==> config.mk <==
export PLATFORM = sky130hd
export DESIGN_NAME = register_file_flat
export DESIGN_NICKNAME = d
export VERILOG_FILES = /design/src/rtl/register_file_pkg.sv /design/src/rtl/register_file_if.sv /design/src/rtl/register_file_scoreboard.sv /design/src/rtl/register_file.sv /design/src/flat_wrapper.sv
export SDC_FILE = /design/constraint.sdc
export NUM_CORES = 1
export LEC_CHECK = 0
export ABC_AREA = 1
export CELL_PAD_IN_SITES_DETAIL_PLACEMENT = 0
export CELL_PAD_IN_SITES_GLOBAL_PLACEMENT = 1
export CORE_MARGIN = 2
export CORE_UTILIZATION = 41
export DETAILED_ROUTE_END_ITERATION = 12
export PLACE_DENSITY_LB_ADDON = 0.1
export SETUP_SLACK_MARGIN = 0.1
export SLEW_MARGIN = 20
export SYNTH_ARGS = -nofsm -noshare
export SYNTH_HDL_FRONTEND = slang
export SYNTH_SLANG_ARGS = --single-unit
==> constraint.sdc <==
create_clock -name clk -period 3.2 [get_ports clk]
set_input_delay 0.32 -clock clk [delete_from_list [all_inputs] [get_ports clk]]
set_output_delay 0.32 -clock clk [all_outputs]
set_load 0.02 [all_outputs]
==> src/rtl/register_file_pkg.sv <==
// Shared definitions for the register_file slice: bank defaults, the index-width
// helper and the encoding of where a read port takes its data from.
package register_file_pkg;

    localparam int DIBU_WORD_W = 8;
    localparam int DIBU_NREGS  = 8;

    typedef enum logic [1:0] {
        RD_ZERO   = 2'd0,
        RD_BYPASS = 2'd1,
        RD_BANK   = 2'd2
    } rd_src_e;

    // Never returns less than 1 so a two-entry bank still gets a real index bit.
    function automatic int clog2(input int n);
        int w;
        w = 1;
        while ((1 << w) < n) begin
            w++;
        end
        return w;
    endfunction

    function automatic rd_src_e pick_source(input logic addressable, input logic bypass_hit);
        rd_src_e src;
        if (!addressable) begin
            src = RD_ZERO;
        end else if (bypass_hit) begin
            src = RD_BYPASS;
        end else begin
            src = RD_BANK;
        end
        return src;
    endfunction

endpackage

==> src/rtl/register_file_if.sv <==
// Decode/writeback side of the register bank: read and reserve requests from decode,
// writes from writeback, and the registered read data plus scoreboard going back.
interface register_file_if
    import register_file_pkg::*;
#(
    parameter int WIDTH = DIBU_WORD_W,
    parameter int DEPTH = DIBU_NREGS
);
    localparam int IW = clog2(DEPTH);

    logic             rd_en;
    logic [IW-1:0]    ri_a;
    logic [IW-1:0]    ri_b;
    logic             wr_en;
    logic [IW-1:0]    ri_d;
    logic [WIDTH-1:0] d;
    logic             rsv_en;
    logic [IW-1:0]    ri_rsv;
    logic [WIDTH-1:0] a;
    logic [WIDTH-1:0] b;
    logic             busy_a;
    logic             busy_b;
    logic [DEPTH-1:0] busy_mask;

    modport master (
        output rd_en, ri_a, ri_b, wr_en, ri_d, d, rsv_en, ri_rsv,
        input  a, b, busy_a, busy_b, busy_mask
    );

    modport slave (
        input  rd_en, ri_a, ri_b, wr_en, ri_d, d, rsv_en, ri_rsv,
        output a, b, busy_a, busy_b, busy_mask
    );

endinterface

==> src/rtl/register_file_scoreboard.sv <==
// Busy-bit scoreboard: one flop per register, set by a reservation, cleared by
// the matching writeback; a reservation on the same edge as a clear wins.
module rf_scoreboard
    import register_file_pkg::*;
#(
    parameter int DEPTH   = DIBU_NREGS,
    parameter int IW      = clog2(DEPTH),
    parameter int ZERO_R0 = 0
) (
    input  logic             clk,
    input  logic             rst,
    input  logic             clr_en,
    input  logic [IW-1:0]    clr_idx,
    input  logic             set_en,
    input  logic [IW-1:0]    set_idx,
    output logic [DEPTH-1:0] busy_mask
);

    logic [DEPTH-1:0] busy_q;

    // Reserve is checked before clear: a new producer outranks the retiring one.
    always_ff @(posedge clk or posedge rst) begin
        if (rst) begin
            busy_q <= '0;
        end else begin
            for (int i = 0; i < DEPTH; i++) begin
                if ((ZERO_R0 != 0) && (i == 0)) begin
                    busy_q[i] <= 1'b0;
                end else if (set_en && (set_idx == IW'(i))) begin
                    busy_q[i] <= 1'b1;
                end else if (clr_en && (clr_idx == IW'(i))) begin
                    busy_q[i] <= 1'b0;
                end
            end
        end
    end

    assign busy_mask = busy_q;

endmodule

==> src/rtl/register_file.sv <==
// DEPTH x WIDTH register bank with two registered read ports, one write port,
// optional write-to-read bypass, optional hard-wired r0 and a busy scoreboard.
module register_file
    import register_file_pkg::*;
#(
    parameter int WIDTH   = DIBU_WORD_W,
    parameter int DEPTH   = DIBU_NREGS,
    parameter int BYPASS  = 1,
    parameter int ZERO_R0 = 0
) (
    input  logic            clk,
    input  logic            rst,
    register_file_if.slave  bus
);

    localparam int IW    = clog2(DEPTH);
    localparam int NSLOT = 1 << IW;

    logic [NSLOT-1:0] in_range;
    logic [WIDTH-1:0] bank [DEPTH];
    logic [DEPTH-1:0] busy_mask;
    logic             ok_a;
    logic             ok_b;
    logic             ok_d;
    logic             ok_rsv;
    logic             wr_ok;
    logic             rsv_ok;
    rd_src_e          src_a;
    rd_src_e          src_b;
    logic [WIDTH-1:0] next_a;
    logic [WIDTH-1:0] next_b;
    logic             next_busy_a;
    logic             next_busy_b;
    logic [WIDTH-1:0] a_q;
    logic [WIDTH-1:0] b_q;
    logic             busy_a_q;
    logic             busy_b_q;

    // Index slots past DEPTH exist only when DEPTH is not a power of two.
    for (genvar i = 0; i < NSLOT; i++) begin : g_range
        assign in_range[i] = (i < DEPTH);
    end

    function automatic logic is_r0(input logic [IW-1:0] idx);
        return (ZERO_R0 != 0) && (idx == '0);
    endfunction

    assign ok_a   = in_range[bus.ri_a]   && !is_r0(bus.ri_a);
    assign ok_b   = in_range[bus.ri_b]   && !is_r0(bus.ri_b);
    assign ok_d   = in_range[bus.ri_d]   && !is_r0(bus.ri_d);
    assign ok_rsv = in_range[bus.ri_rsv] && !is_r0(bus.ri_rsv);

    assign wr_ok  = bus.wr_en  && ok_d;
    assign rsv_ok = bus.rsv_en && ok_rsv;

    assign src_a = pick_source(ok_a, (BYPASS != 0) && wr_ok && (bus.ri_d == bus.ri_a));
    assign src_b = pick_source(ok_b, (BYPASS != 0) && wr_ok && (bus.ri_d == bus.ri_b));

    // A bypassed read still reports busy when a same-edge reservation claims the register.
    always_comb begin
        next_a      = '0;
        next_busy_a = 1'b0;
        case (src_a)
            RD_BYPASS: begin
                next_a      = bus.d;
                next_busy_a = rsv_ok && (bus.ri_rsv == bus.ri_a);
            end
            RD_BANK: begin
                next_a      = bank[bus.ri_a];
                next_busy_a = busy_mask[bus.ri_a];
            end
            default: begin
                next_a      = '0;
                next_busy_a = 1'b0;
            end
        endcase
    end

    always_comb begin
        next_b      = '0;
        next_busy_b = 1'b0;
        case (src_b)
            RD_BYPASS: begin
                next_b      = bus.d;
                next_busy_b = rsv_ok && (bus.ri_rsv == bus.ri_b);
            end
            RD_BANK: begin
                next_b      = bank[bus.ri_b];
                next_busy_b = busy_mask[bus.ri_b];
            end
            default: begin
                next_b      = '0;
                next_busy_b = 1'b0;
            end
        endcase
    end

    always_ff @(posedge clk or posedge rst) begin
        if (rst) begin
            for (int i = 0; i < DEPTH; i++) begin
                bank[i] <= '0;
            end
        end else if (wr_ok) begin
            bank[bus.ri_d] <= bus.d;
        end
    end

    always_ff @(posedge clk or posedge rst) begin
        if (rst) begin
            a_q      <= '0;
            b_q      <= '0;
            busy_a_q <= 1'b0;
            busy_b_q <= 1'b0;
        end else if (bus.rd_en) begin
            a_q      <= next_a;
            b_q      <= next_b;
            busy_a_q <= next_busy_a;
            busy_b_q <= next_busy_b;
        end
    end

    rf_scoreboard #(
        .DEPTH   (DEPTH),
        .IW      (IW),
        .ZERO_R0 (ZERO_R0)
    ) u_scoreboard (
        .clk       (clk),
        .rst       (rst),
        .clr_en    (wr_ok),
        .clr_idx   (bus.ri_d),
        .set_en    (rsv_ok),
        .set_idx   (bus.ri_rsv),
        .busy_mask (busy_mask)
    );

    assign bus.a         = a_q;
    assign bus.b         = b_q;
    assign bus.busy_a    = busy_a_q;
    assign bus.busy_b    = busy_b_q;
    assign bus.busy_mask = busy_mask;

endmodule

==> src/flat_wrapper.sv <==
// flat-port wrapper written by rule: the top's interface ports become plain ports
module register_file_flat import register_file_pkg::*;
#(
    parameter int WIDTH   = DIBU_WORD_W,
    parameter int DEPTH   = DIBU_NREGS,
    parameter int BYPASS  = 1,
    parameter int ZERO_R0 = 0
)
  (clk, rst, bus_rd_en, bus_ri_a, bus_ri_b, bus_wr_en, bus_ri_d, bus_d, bus_rsv_en, bus_ri_rsv, bus_a, bus_b, bus_busy_a, bus_busy_b, bus_busy_mask);
  register_file_if #(.WIDTH(WIDTH), .DEPTH(DEPTH)) bus_i ();
  input  logic clk;
  input  logic rst;
  input wire logic [$bits(bus_i.rd_en)-1:0] bus_rd_en;
  input wire logic [$bits(bus_i.ri_a)-1:0] bus_ri_a;
  input wire logic [$bits(bus_i.ri_b)-1:0] bus_ri_b;
  input wire logic [$bits(bus_i.wr_en)-1:0] bus_wr_en;
  input wire logic [$bits(bus_i.ri_d)-1:0] bus_ri_d;
  input wire logic [$bits(bus_i.d)-1:0] bus_d;
  input wire logic [$bits(bus_i.rsv_en)-1:0] bus_rsv_en;
  input wire logic [$bits(bus_i.ri_rsv)-1:0] bus_ri_rsv;
  output wire logic [$bits(bus_i.a)-1:0] bus_a;
  output wire logic [$bits(bus_i.b)-1:0] bus_b;
  output wire logic [$bits(bus_i.busy_a)-1:0] bus_busy_a;
  output wire logic [$bits(bus_i.busy_b)-1:0] bus_busy_b;
  output wire logic [$bits(bus_i.busy_mask)-1:0] bus_busy_mask;
  assign bus_i.rd_en = bus_rd_en;
  assign bus_i.ri_a = bus_ri_a;
  assign bus_i.ri_b = bus_ri_b;
  assign bus_i.wr_en = bus_wr_en;
  assign bus_i.ri_d = bus_ri_d;
  assign bus_i.d = bus_d;
  assign bus_i.rsv_en = bus_rsv_en;
  assign bus_i.ri_rsv = bus_ri_rsv;
  assign bus_a = bus_i.a;
  assign bus_b = bus_i.b;
  assign bus_busy_a = bus_i.busy_a;
  assign bus_busy_b = bus_i.busy_b;
  assign bus_busy_mask = bus_i.busy_mask;
  register_file #(.WIDTH(WIDTH), .DEPTH(DEPTH), .BYPASS(BYPASS), .ZERO_R0(ZERO_R0)) u_core (.clk(clk), .rst(rst), .bus(bus_i));
endmodule
* Yosys cells after proc, flatten, opt, wreduce, memory -nomap -nowiden
Memories as Yosys holds them, arrays and structs flattened.
Cells that the tools add are included.
** Cells by class
- Mux-type cells :: 41
- Equal/unequal tests :: 22
- Bitwise operators :: 3
- $lt $le $gt $ge :: 8
- Reduce and logical (&&, ||, !) cells :: 33
** Operators by type and width (count)
- $bwmux W64 :: 1
- $bmux W8 S3 :: 2
- $mux W8 :: 5
- $pmux W8 S2 :: 2
- $demux W8 S3 :: 1
- $eq A3 B3 Y1 const B :: 8
- $logic_and A1 B1 Y1 :: 23
- $mux W1 :: 22
- $lt A3 B4 Y1 const B :: 4
- $reduce_bool A2 Y1 :: 8
- $eq A3 B2 Y1 const B :: 4
- $eq A3 B3 Y1 :: 4
- $ge A4 B4 Y1 const B :: 3
- $not A3 Y4 :: 3
- $mux W2 :: 4
- $bmux W1 S3 :: 2
- $eq A3 B1 Y1 const B :: 2
- $logic_not A3 Y1 :: 2
- $eq A2 B1 Y1 const B :: 2
- $eq A2 B2 Y1 const B :: 2
- $lt A4 B1 Y1 const B :: 1
- $pmux W1 S2 :: 2
** Word-level totals
- Memory bits (read-only) :: 32
- Bits in registers :: 90
- Bits of input ports :: 25
- Word-level logic and storage cells :: 131
- Memories :: 4
** Memories
- (name not given) :: depth 8, bits a word 1, read ports 1, clocked after Yosys merged registers in 0, wr ports 0, line register_file.sv:48 : assign ok_a = in_range[bus.ri_a] && !is_r0(bus.ri_a);
- (name not given) :: depth 8, bits a word 1, read ports 1, clocked after Yosys merged registers in 0, wr ports 0, line register_file.sv:50 : assign ok_d = in_range[bus.ri_d] && !is_r0(bus.ri_d);
- (name not given) :: depth 8, bits a word 1, read ports 1, clocked after Yosys merged registers in 0, wr ports 0, line register_file.sv:49 : assign ok_b = in_range[bus.ri_b] && !is_r0(bus.ri_b);
- (name not given) :: depth 8, bits a word 1, read ports 1, clocked after Yosys merged registers in 0, wr ports 0, line register_file.sv:51 : assign ok_rsv = in_range[bus.ri_rsv] && !is_r0(bus.ri_rsv);

* Longest topological paths before layout
Gate-level depths: netlist of run 1.
- Depth in word-level cells :: 8
- Depth in mapped cells :: 10
- Gate-level depth less buffers :: 8

* Modules after synthesis
From an unflattened synthesis of run 1, not the netlist that was laid out.
** Second synthesis, totals
- Cell total of the unflattened synthesis :: 809
- Area total of the unflattened synthesis :: 5352.6 µm²
** By module, submodules not included
- register_file :: sequential area each 2052.0 µm², cells each 747, instances 1, area an instance 4941.0 µm²
- rf_scoreboard :: sequential area each 200.2 µm², cells each 62, instances 1, area an instance 411.6 µm²

* Least setup slack after synthesis of run 1
Ideal clock, no wire load.
- Path kind :: input -> register
- Start point :: in bus_ri_b[0]
- End point :: reg u_core.b_q[0] (netlist: u_core.bus.b[0])
- Data arrival time :: 1143 ps
- Data required time :: 3077 ps
- Cell stages on the path :: 8
- Library setup time :: 123 ps
- Setup slack :: 1933 ps
- Cells stage by stage :: buf_4 > inv_2 > nor2_1 > nor2_2 > nand2_2 > buf_6 > o21ai_0 > o21ai_1
** On the way
- Longest elaborated chain between the ends :: 6
** RTL lines
- from (decl) :: line flat_wrapper.sv:15 : input wire logic [$bits(bus_i.ri_b)-1:0] bus_ri_b;
- branches (longest 5 deep; another with $mem_v2 Z8 W1)
- $pmux W8 S2 (*) :: line register_file.sv:82 : case (src_b)
- to (signal assigned) :: line register_file.sv:116 : b_q <= next_b;
- to (decl) :: line register_file.sv:35 : logic [WIDTH-1:0] b_q;
Mark *: on every way between the ends. The select of a mux whose other input is x is not followed.
A chain may end at the register's enable or synchronous reset.

* Worst setup path after layout of run 1
- Start point :: in bus_ri_b[2]
- End point :: reg u_core.b_q[3] (netlist: u_core.bus.b[3])
Same word-level chain as after synthesis.

==> results of run 1 <==
==> cell usage after synthesis <==
library cell	number	area, sq um
sky130_fd_sc_hd__a21oi_1	13	65.1
sky130_fd_sc_hd__o21ai_1	21	105
sky130_fd_sc_hd__nand3_1	115	576
sky130_fd_sc_hd__inv_2	13	48.8
sky130_fd_sc_hd__clkbuf_1	12	45.0
sky130_fd_sc_hd__o21ai_0	68	340
sky130_fd_sc_hd__buf_2	20	100
sky130_fd_sc_hd__nand2_2	2	12.5
sky130_fd_sc_hd__nor2_2	4	25.0
sky130_fd_sc_hd__nand2_1	280	1050
sky130_fd_sc_hd__nor2_4	7	78.8
sky130_fd_sc_hd__buf_1	2	7.51
sky130_fd_sc_hd__dfrtp_1	90	2250
sky130_fd_sc_hd__buf_4	3	22.5
sky130_fd_sc_hd__a21oi_2	1	8.76
sky130_fd_sc_hd__inv_1	55	206
sky130_fd_sc_hd__nor2_1	48	180
sky130_fd_sc_hd__o22ai_1	1	6.26
sky130_fd_sc_hd__buf_6	1	11.3
sky130_fd_sc_hd__o32ai_1	1	8.76
==> sequential cells by signal, summed over array words and instances, names as in the netlist <==
name                           count
u_core.bus.a                       8
u_core.bus.busy_b                  1
u_core.bank                       64
u_core.u_scoreboard.busy_mask      8
u_core.bus.b                       8
u_core.bus.busy_a                  1
==> worst max path at each step <==
stage,start,endpoint,slack (ns)
finish,bus_ri_b[2],u_core.bus.b[3],1.32
CTS,bus_ri_a[2],u_core.bus.a[7],1.35
global placement,bus_ri_a[2],u_core.bus.a[7],1.00
floorplan,rst,u_core.bank[0],0.54
detailed placement,bus_ri_a[2],u_core.bus.a[7],0.99
global route,bus_ri_b[2],u_core.bus.b[2],1.14
==> layer usage <==
layer | up-vias | global-route usage, % | routed length, microns
li1 | 2476 | - | -
met1 | 2346 | 40.0 | 8200
met2 | 207 | 38.3 | 7110
met3 | 29 | 5.55 | 1280
met4 | 0 | 9.52 | 420
met5 | - | 0 | 0
==> report_power, final <==
| group | switching [mW] | leakage (nW) | total [mW] | internal, mW |
|---|---|---|---|---|
| clock network | 0.479 | 0.126 | 1.01 | 0.532 |
| registers | 0.150 | 1.10 | 1.50 | 1.35 |
| logic | 0.552 | 1.65 | 0.895 | 0.343 |
==> final cells by class <==
class / count / area, sq um
Clock buffer: 11 / 233
Clock inverter: 5 / 41.3
Tap cell: 168 / 210
Inverter: 68 / 256
Timing Repair Buffer: 60 / 588
Sequential cell: 90 / 2250
Fill cell: 1260 / 6120
Multi-Input combinational cell: 561 / 2460
==> logic make-up after synthesis <==
kind of cell	share of synthesized area, %
simple gates	37.3
buf+inv	8.57
compound gates	10.4
flops	43.7
==> worst max-delay path, cell delays in order <==
cell                              delay (ns)
sky130_fd_sc_hd__clkdlybuf4s50_1        0.46
sky130_fd_sc_hd__buf_4                  0.23
sky130_fd_sc_hd__inv_1                  0.27
sky130_fd_sc_hd__nand2_1                0.12
sky130_fd_sc_hd__nand2_1                0.08
sky130_fd_sc_hd__nor2_4                 0.13
sky130_fd_sc_hd__nand2_2                0.18
sky130_fd_sc_hd__inv_1                  0.18
sky130_fd_sc_hd__nor2_1                 0.07
sky130_fd_sc_hd__o21ai_1                0.12
==> per-stage QoR <==
step	instance area, sq um	setup slack [ns]	util (%)
after detailed placement	5760	0.991	47.4
final	6040	1.32	49.7
after global routing	6040	1.14	49.7
after global placement	5760	1.00	47.4
after floorplan	5150	0.545	-
after CTS	6040	1.35	49.7
==> results by group, run 1 <==
Status
  • Status: completed

Layout
  • Most common library cell in the layout ignoring fill and taps: sky130_fd_sc_hd__nand2_1
  • Number of nets at the end of the flow: 815
  • ANT cells: 0
  • Highest-count cells in the layout ignoring fill and taps: sky130_fd_sc_hd__nand2_1, sky130_fd_sc_hd__nand3_1, sky130_fd_sc_hd__dfrtp_1
  • Area Growth Syn to Fin: 17.2%
  • Share of cells above drive strength 1: 6.54%
  • Non-filler instance count after layout: 963

Clock network
  • Post-CTS repair timing setup buffer count: 0
  • Clock root buffer master: sky130_fd_sc_hd__clkbuf_16
  • Clock Tree Buf Depth: 2
  • TritonCTS clock tree: yes
  • Hold-fix buffer count after cts: 0
  • Clock input transition at the sequential cells of the worst setup and hold paths: 0.07 ns
  • Number of CTS-inserted buffers: 9
  • Post-cts resize count: 0
  • Clock insertion delay at the later pin of the skew report: 0.36 ns
  • Number of sinks driven by the clock tree: 90
  • Count of H-tree levels built during CTS: 3

STA
  • Unrepaired setup endpoints after global routing: false
  • Slew Viols, Final: 0
  • Hold Fails Final Rpt: 0
  • Slew headroom: 44.8%
  • Final period demand of the worst path: 1.88 ns
  • Highest achievable clock rate: 531 MHz
  • Final setup violating endpoints: 0
  • Final total negative setup slack: 0 ns
  • Final clock period utilization by the worst path: 58.9%
  • Tightest Pin Transition: 0.826 ns
  • Worst hold slack: 0.374 ns
  • Setup clock skew after layout: 0.00760 ns

Drt
  • Number of DRC violations after detailed-routing iteration 0: 535
  • Detailed-route vias per instance: 5.25
  • Post-detailed-routing wire length: 17,000 microns
  • DRC Markers: 0
  • Routed length per placed instance: 17.7 microns
  • First-pass detailed-route iteration total: 7
  • Antenna viol nets, final: 0
  • Vias: 5,058

Worst setup path
  • Capturing point of the worst reg2reg path: u_core.bus.b[1]
  • Reg2Reg Setup Slack: 2.04 ns
  • Setup CP Type: input port to flop
  • Worst-case reg-to-reg path depth: 6
  • Type of element capturing the critical path: flop
  • Data arrival at the endpoint of the critical path: 2.17 ns
  • CP Data Required Time: 3.49 ns
  • Launch instance of the worst register-to-register path: u_core.bank[1]
  • Startpoint kind of the worst setup timing path: input port
  • Max Fanout on Critical Path: 12

Hold path
  • Worst hold path type: input port to asynchronous set/reset pin

Yosys
  • Ys Warns: 0
  • Flip-flop and latch count after synthesis: 90
  • Distinct cell type count of the synthesized netlist: 20
  • Synthesized netlist cell count: 757
  • Mean area per synthesized cell: 6.80 sq um
  • Register area share after synthesis: 43.7%
  • Synthesized area: 5150 sq um
  • Number of nets in the synthesized netlist: 782

Floorplanning
  • Core box area: 12,200 sq um
  • Horiz. Die Dim: 116 microns
  • Starting Density: 42.4%
  • Die Footprint: 13,500 sq um
  • Standard-cell row count: 40
  • Y dimension of the die: 116 microns
  • I/O pin count: 51

GRT
  • Aggregate global-route resource usage: 26.7%
  • Antenna violations before repair: 0
  • Number of global-route vias before repair: 4,601
  • Maximum number of pins on one net before global-route repair: 91
  • Remaining Overflow, GRT: 0
  • Global-route wire length before repair: 26,800 microns

Place
  • Total instance count after detailed placement: 947
  • HPWL after detailed placement: 11,700 microns
  • Weighted congestion reported at the end of routability-driven placement: 0.952
  • Buffers on Ports: 50

Power and ir drop
  • Worst IR drop on VDD: 0.365 mV
  • Total power per unit cell area: 564 nW/um^2
  • Total power draw: 3.41 mW
  • Leakage component of the power: 2.88 nW

Job
  • Number of max-capacitance violations reported: 0
No activity file was read; power rests on OpenSTA's default activity.
==> inputs of run 2 (changes only) <==
- clock period: 3.2 -> 1.8 ns (I/O delays scaled with it)
==> run 2 against run 1 <==
Largest power group unchanged. Global-route usage decreased by 0.69 points. Clock skew is 0.0020 ns higher. Critical endpoint is now bus_b[7]. Sequential share of layout area is 1.9 points lower.
==> results by group, run 2 (same netlist as run 1, synthesis figures left out) <==
Status
  • Status: completed

STA
  • Highest achievable clock rate: 652 MHz
  • Hold Fails Final Rpt: 0
  • Tightest Pin Transition: 0.510 ns
  • Setup clock skew after layout: 0.00958 ns
  • Final setup violating endpoints: 0
  • Final total negative setup slack: 0 ns
  • Unrepaired setup endpoints after global routing: false
  • Final clock period utilization by the worst path: 85.2%
  • Slew Viols, Final: 0
  • Final period demand of the worst path: 1.53 ns
  • Slew headroom: 66.0%

Clock network
  • Post-CTS repair timing setup buffer count: 0
  • Number of CTS-inserted buffers: 9
  • Clock root buffer master: sky130_fd_sc_hd__clkbuf_16
  • Clock insertion delay at the later pin of the skew report: 0.35 ns
  • Number of sinks driven by the clock tree: 90
  • Count of H-tree levels built during CTS: 3
  • Clock Tree Buf Depth: 2
  • TritonCTS clock tree: yes
  • Clock input transition at the sequential cells of the worst setup and hold paths: 0.06 ns
  • Post-cts resize count: 0
  • Hold-fix buffer count after cts: 0

Worst setup path
  • Type of element capturing the critical path: output port
  • CP Data Required Time: 1.62 ns
  • Largest delay contributor family on the critical path: buffers and inverters
  • Worst path buffer plus inverter count: 1
  • Startpoint kind of the worst setup timing path: flop
  • Maximum cell stage delay along the critical path: 0.62 ns
  • Data arrival at the endpoint of the critical path: 1.35 ns
  • Setup CP Type: flop to output port
  • Cells traversed along the worst timing path: clkdlybuf4s50_1
  • Max Fanout on Critical Path: 2
  • Cell type of the slowest stage on the worst timing path: sky130_fd_sc_hd__clkdlybuf4s50_1

GRT
  • Global-route wire length before repair: 26,200 microns
  • Remaining Overflow, GRT: 0
  • Number of global-route vias before repair: 4,653
  • Maximum number of pins on one net before global-route repair: 91
  • Antenna violations before repair: 0
  • Aggregate global-route resource usage: 26.1%

Power and ir drop
  • Worst IR drop on VDD: 0.638 mV
  • Total power per unit cell area: 984 nW/um^2
  • Leakage component of the power: 3.07 nW

Drt
  • Vias: 5,108
  • Antenna viol nets, final: 0
  • DRC Markers: 0
  • Post-detailed-routing wire length: 16,800 microns
  • Number of DRC violations after detailed-routing iteration 0: 516
  • First-pass detailed-route iteration total: 6
  • Detailed-route vias per instance: 5.15
  • Routed length per placed instance: 16.9 microns

Floorplanning
  • Die Footprint: 13,500 sq um
  • Horiz. Die Dim: 116 microns
  • Starting Density: 42.4%
  • Y dimension of the die: 116 microns
  • I/O pin count: 51
  • Standard-cell row count: 40
  • Core box area: 12,200 sq um

Layout
  • Number of flip-flops under the largest register name: 64
  • Final core area utilization: 52.3%
  • Area Growth Syn to Fin: 23.5%
  • Number of nets at the end of the flow: 844
  • Highest-count cells in the layout ignoring fill and taps: sky130_fd_sc_hd__nand2_1, sky130_fd_sc_hd__nand3_1, sky130_fd_sc_hd__dfrtp_1
  • Most common library cell in the layout ignoring fill and taps: sky130_fd_sc_hd__nand2_1
  • Register with the most flip-flops: u_core.bank
  • ANT cells: 0
  • Share of cells above drive strength 1: 10.1%

Place
  • Weighted congestion reported at the end of routability-driven placement: 0.908
  • Buffers on Ports: 50
  • HPWL after detailed placement: 12,000 microns

Job
  • Number of max-capacitance violations reported: 0

Hold path
  • Worst hold path type: input port to asynchronous set/reset pin
run 2: cell count changes in the layout (fill, tap and decap cells not counted), moves of 2 or more:
| cell | before | now |
|---|---|---|
| sky130_fd_sc_hd__inv_6 | 0 | 2 |
| sky130_fd_sc_hd__buf_12 | 1 | 7 |
| sky130_fd_sc_hd__clkinv_4 | 3 | 0 |
| sky130_fd_sc_hd__clkbuf_1 | 2 | 0 |
| sky130_fd_sc_hd__clkinv_2 | 1 | 3 |
| sky130_fd_sc_hd__buf_4 | 9 | 32 |
run 2: worst paths after layout:
check	from	slack, ns	depth (start not counted)	end
min in group clk	u_core.bus.b[4]	0.49	2	u_core.bus.b[4]
max	u_core.bus.b[7]	0.27	1	bus_b[7]
min	rst	0.31	3	u_core.bank[41]
max reg2reg	u_core.bank[34]	0.71	6	u_core.bus.b[2]
min reg2reg	u_core.bus.b[4]	0.49	2	u_core.bus.b[4]
max in group asynchronous	rst	1.08	3	u_core.u_scoreboard.busy_mask[3]
run 2: where the power goes:
part           switching, mW  leakage [nW]  internal [mW]
logic                  0.977          1.82          0.664
registers              0.256          1.10           2.41
clock network          0.838         0.153           1.12
total                   2.07          3.07           4.19
run 2: final cells by class:
| class | count | area (sq um) |
|---|---|---|
| tap | 168 | 210 |
| fill | 1182 | 5800 |
| clock inverter | 6 | 62.6 |
| inverter | 68 | 259 |
| multi-input combinational | 561 | 2460 |
| clock buffer | 10 | 239 |
| sequential | 90 | 2250 |
| timing repair buffer | 89 | 881 |
run 2: worst register-to-register path, delay by kind of cell, from the launching register on:
kind / cells / cell delay (ns)
AO/OA/AOI/OAI: 1 / 0.07
flip-flops: 1 / 0.41
AND/OR/NAND/NOR: 5 / 0.50
run 2: per-layer routing:
metal	vias to the layer above	wire length (microns)	global-route usage, %
li1	2547	-	-
met4	0	313	9.44
met5	-	0	0
met1	2356	7800	37.3
met3	21	1090	3.94
met2	184	7550	40.2
run 2: per-stage QoR:
| stage | instances | hold slack, ns | worst slack, ns | area (sq um) | power (mW) |
|---|---|---|---|---|---|
| final | 992 | 0.314 | 0.267 | 6360 | 6.26 |
| after detailed placement | 976 | 0.484 | 0.000273 | 6060 | 4.33 |
| after global routing | 992 | 0.379 | 0.187 | 6360 | 6.62 |
| after floorplan | 757 | 0.292 | 0.570 | 5150 | 3.65 |
| after CTS | 992 | 0.353 | 0.261 | 6360 | 6.28 |
| after global placement | 976 | 0.478 | 0.0184 | 6060 | 4.30 |
==> inputs of run 3 (changes only) <==
- CELL_PAD_IN_SITES_DETAIL_PLACEMENT: 0 -> default
- CELL_PAD_IN_SITES_GLOBAL_PLACEMENT: 1 -> default
- CORE_UTILIZATION: 41 -> 55
- PLACE_DENSITY: default -> 0.77
- PLACE_DENSITY_LB_ADDON: 0.1 -> default
==> run 3 against run 2 <==
Clock power shrank 35%. Sequential cell count did not move. Setup slack got worse by 0.0095 ns. Sequential power hardly changed. Count of clock-buffer cells in the layout is the same. Global-route usage is 5.8 points higher. Combinational power about the same. Critical path depth unchanged. Hold slack lost 0.026 ns. Routed wire length shrank 8.7%. Register-to-register slack improved by 0.02 ns. First-iteration DRC count is 39% lower. Largest power group unchanged.
==> results by group, run 3 (same netlist as run 1, synthesis figures left out) <==
Status
  • Status: completed

GRT
  • GR met2 Demand/Resource: 55.4%
  • Global-route wire length before repair: 25,000 microns
  • Gr busiest metal: met2
  • Aggregate global-route resource usage: 31.9%
  • Maximum number of pins on one net before global-route repair: 91
  • Global routing met3 resource utilization: 4.30%
  • Remaining Overflow, GRT: 0
  • Met1 routing resource usage after global routing: 38.3%
  • Antenna violations before repair: 0
  • Number of global-route vias before repair: 5,210

Worst setup path
  • Launch instance of the worst register-to-register path: u_core.bank[40]
  • CP Data Required Time: 1.62 ns
  • Maximum cell stage delay along the critical path: 0.63 ns
  • Cells traversed along the worst timing path: clkdlybuf4s50_1
  • Reg2Reg Setup Slack: 0.73 ns
  • Largest delay contributor family on the critical path: buffers and inverters
  • Max Fanout on Critical Path: 2
  • Startpoint kind of the worst setup timing path: flop
  • Worst path buffer plus inverter count: 1
  • Cell type of the slowest stage on the worst timing path: sky130_fd_sc_hd__clkdlybuf4s50_1
  • Data arrival at the endpoint of the critical path: 1.36 ns
  • Source of the critical timing path: u_core.bus.b[3]
  • Worst-case reg-to-reg path depth: 6
  • Capturing point of the worst reg2reg path: u_core.bus.b[0]
  • Setup CP Type: flop to output port
  • Type of element capturing the critical path: output port

Drt
  • Routed length per placed instance: 16.5 microns
  • DRC Markers: 0
  • Detailed-route vias per instance: 5.70
  • First-pass detailed-route iteration total: 5
  • Vias: 5,281
  • Post-detailed-routing wire length: 15,300 microns
  • Antenna viol nets, final: 0
  • Number of DRC violations after detailed-routing iteration 0: 313

Power and ir drop
  • Total power draw: 5.54 mW
  • Leakage component of the power: 2.95 nW
  • Worst IR drop on VDD: 0.570 mV
  • Total power per unit cell area: 909 nW/um^2

STA
  • Slew Viols, Final: 0
  • Setup clock skew after layout: 0.00880 ns
  • Final setup violating endpoints: 0
  • Final total negative setup slack: 0 ns
  • Tightest Pin Transition: 0.500 ns
  • Worst hold slack: 0.288 ns
  • Slew headroom: 66.7%
  • Highest achievable clock rate: 648 MHz
  • Unrepaired setup endpoints after global routing: false
  • Final period demand of the worst path: 1.54 ns
  • Final clock period utilization by the worst path: 85.7%
  • Hold Fails Final Rpt: 0

Floorplanning
  • I/O pin count: 51
  • Horiz. Die Dim: 101 microns
  • Die Footprint: 10,200 sq um
  • Standard-cell row count: 35
  • Core box area: 9150 sq um
  • Starting Density: 56.3%
  • Y dimension of the die: 101 microns

Clock network
  • Post-CTS repair timing setup buffer count: 0
  • Number of sinks driven by the clock tree: 90
  • Clock Tree Buf Depth: 2
  • TritonCTS clock tree: yes
  • Hold-fix buffer count after cts: 0
  • Count of H-tree levels built during CTS: 3
  • Number of CTS-inserted buffers: 9
  • Clock root buffer master: sky130_fd_sc_hd__clkbuf_8
  • Post-cts resize count: 0
  • Clock input transition at the sequential cells of the worst setup and hold paths: 0.09 ns
  • Clock insertion delay at the later pin of the skew report: 0.37 ns

Hold path
  • Worst hold path type: input port to asynchronous set/reset pin

Layout
  • Area Growth Syn to Fin: 18.2%
  • Number of nets at the end of the flow: 837
  • Most common library cell in the layout ignoring fill and taps: sky130_fd_sc_hd__nand2_1
  • Register with the most flip-flops: u_core.bank
  • Highest-count cells in the layout ignoring fill and taps: sky130_fd_sc_hd__nand2_1, sky130_fd_sc_hd__nand3_1, sky130_fd_sc_hd__dfrtp_1
  • Final core area utilization: 66.5%
  • Register Area: 2250 sq um
  • ANT cells: 0
  • Number of flip-flops under the largest register name: 64
  • Final-layout fill cell count: 815
  • Footprint of the multi-input gates: 2460 sq um
  • Share of cells above drive strength 1: 9.07%

Place
  • Buffers on Ports: 50
  • Weighted congestion reported at the end of routability-driven placement: 0.933
  • HPWL after detailed placement: 10,900 microns

Job
  • Number of max-capacitance violations reported: 0
==> run 3: changes by cell type in the layout (fill, tap and decap cells not counted), sizes merged <==
cell and delta:
bufinv -1, buf -7, clkinvlp +3, inv -1, clkinv -2
==> run 3: final cells by class <==
type	instances	share of cell area, %
inverters	68	4.25
repair buffers	82	13.4
well taps	111	2.28
clock inverters	5	0.657
multi-input cells	561	40.3
flip-flops and latches	90	37.0
clock buffers	10	2.10
==> run 3: through the flow <==
| stage | area (sq um) | setup WS [ns] | std cells |
|---|---|---|---|
| floorplan | 5150 | 0.570 | 757 |
| global placement | 5920 | 0.0695 | 912 |
| detailed placement | 5920 | 0.00452 | 912 |
| CTS | 6090 | 0.254 | 927 |
| global route | 6090 | 0.216 | 927 |
| finish | 6090 | 0.257 | 927 |
==> run 3: how the worst max path moves through the flow <==
| stage | end | slack, ns | depth (start not counted) |
|---|---|---|---|
| floorplan | u_core.bank[0] | 0.57 | 1 |
| global placement | u_core.bus.busy_a | 0.07 | 7 |
| detailed placement | u_core.bus.a[2] | 0.005 | 8 |
| CTS | bus_b[3] | 0.25 | 1 |
| global route | u_core.bus.a[4] | 0.22 | 8 |
| finish | bus_b[3] | 0.26 | 1 |
==> run 3: power breakdown <==
group	internal (mW)	total, mW	switching (mW)
Sequential	2.40	2.66	0.260
Clock	0.502	1.27	0.764
Combinational	0.652	1.61	0.955
==> run 3: layer usage <==
| layer | share of wire, % | vias up |
|---|---|---|
| met5 | 0 | - |
| met4 | 4.0 | 0 |
| met3 | 5.6 | 49 |
| met2 | 50 | 224 |
| met1 | 40 | 2498 |
| li1 | - | 2510 |
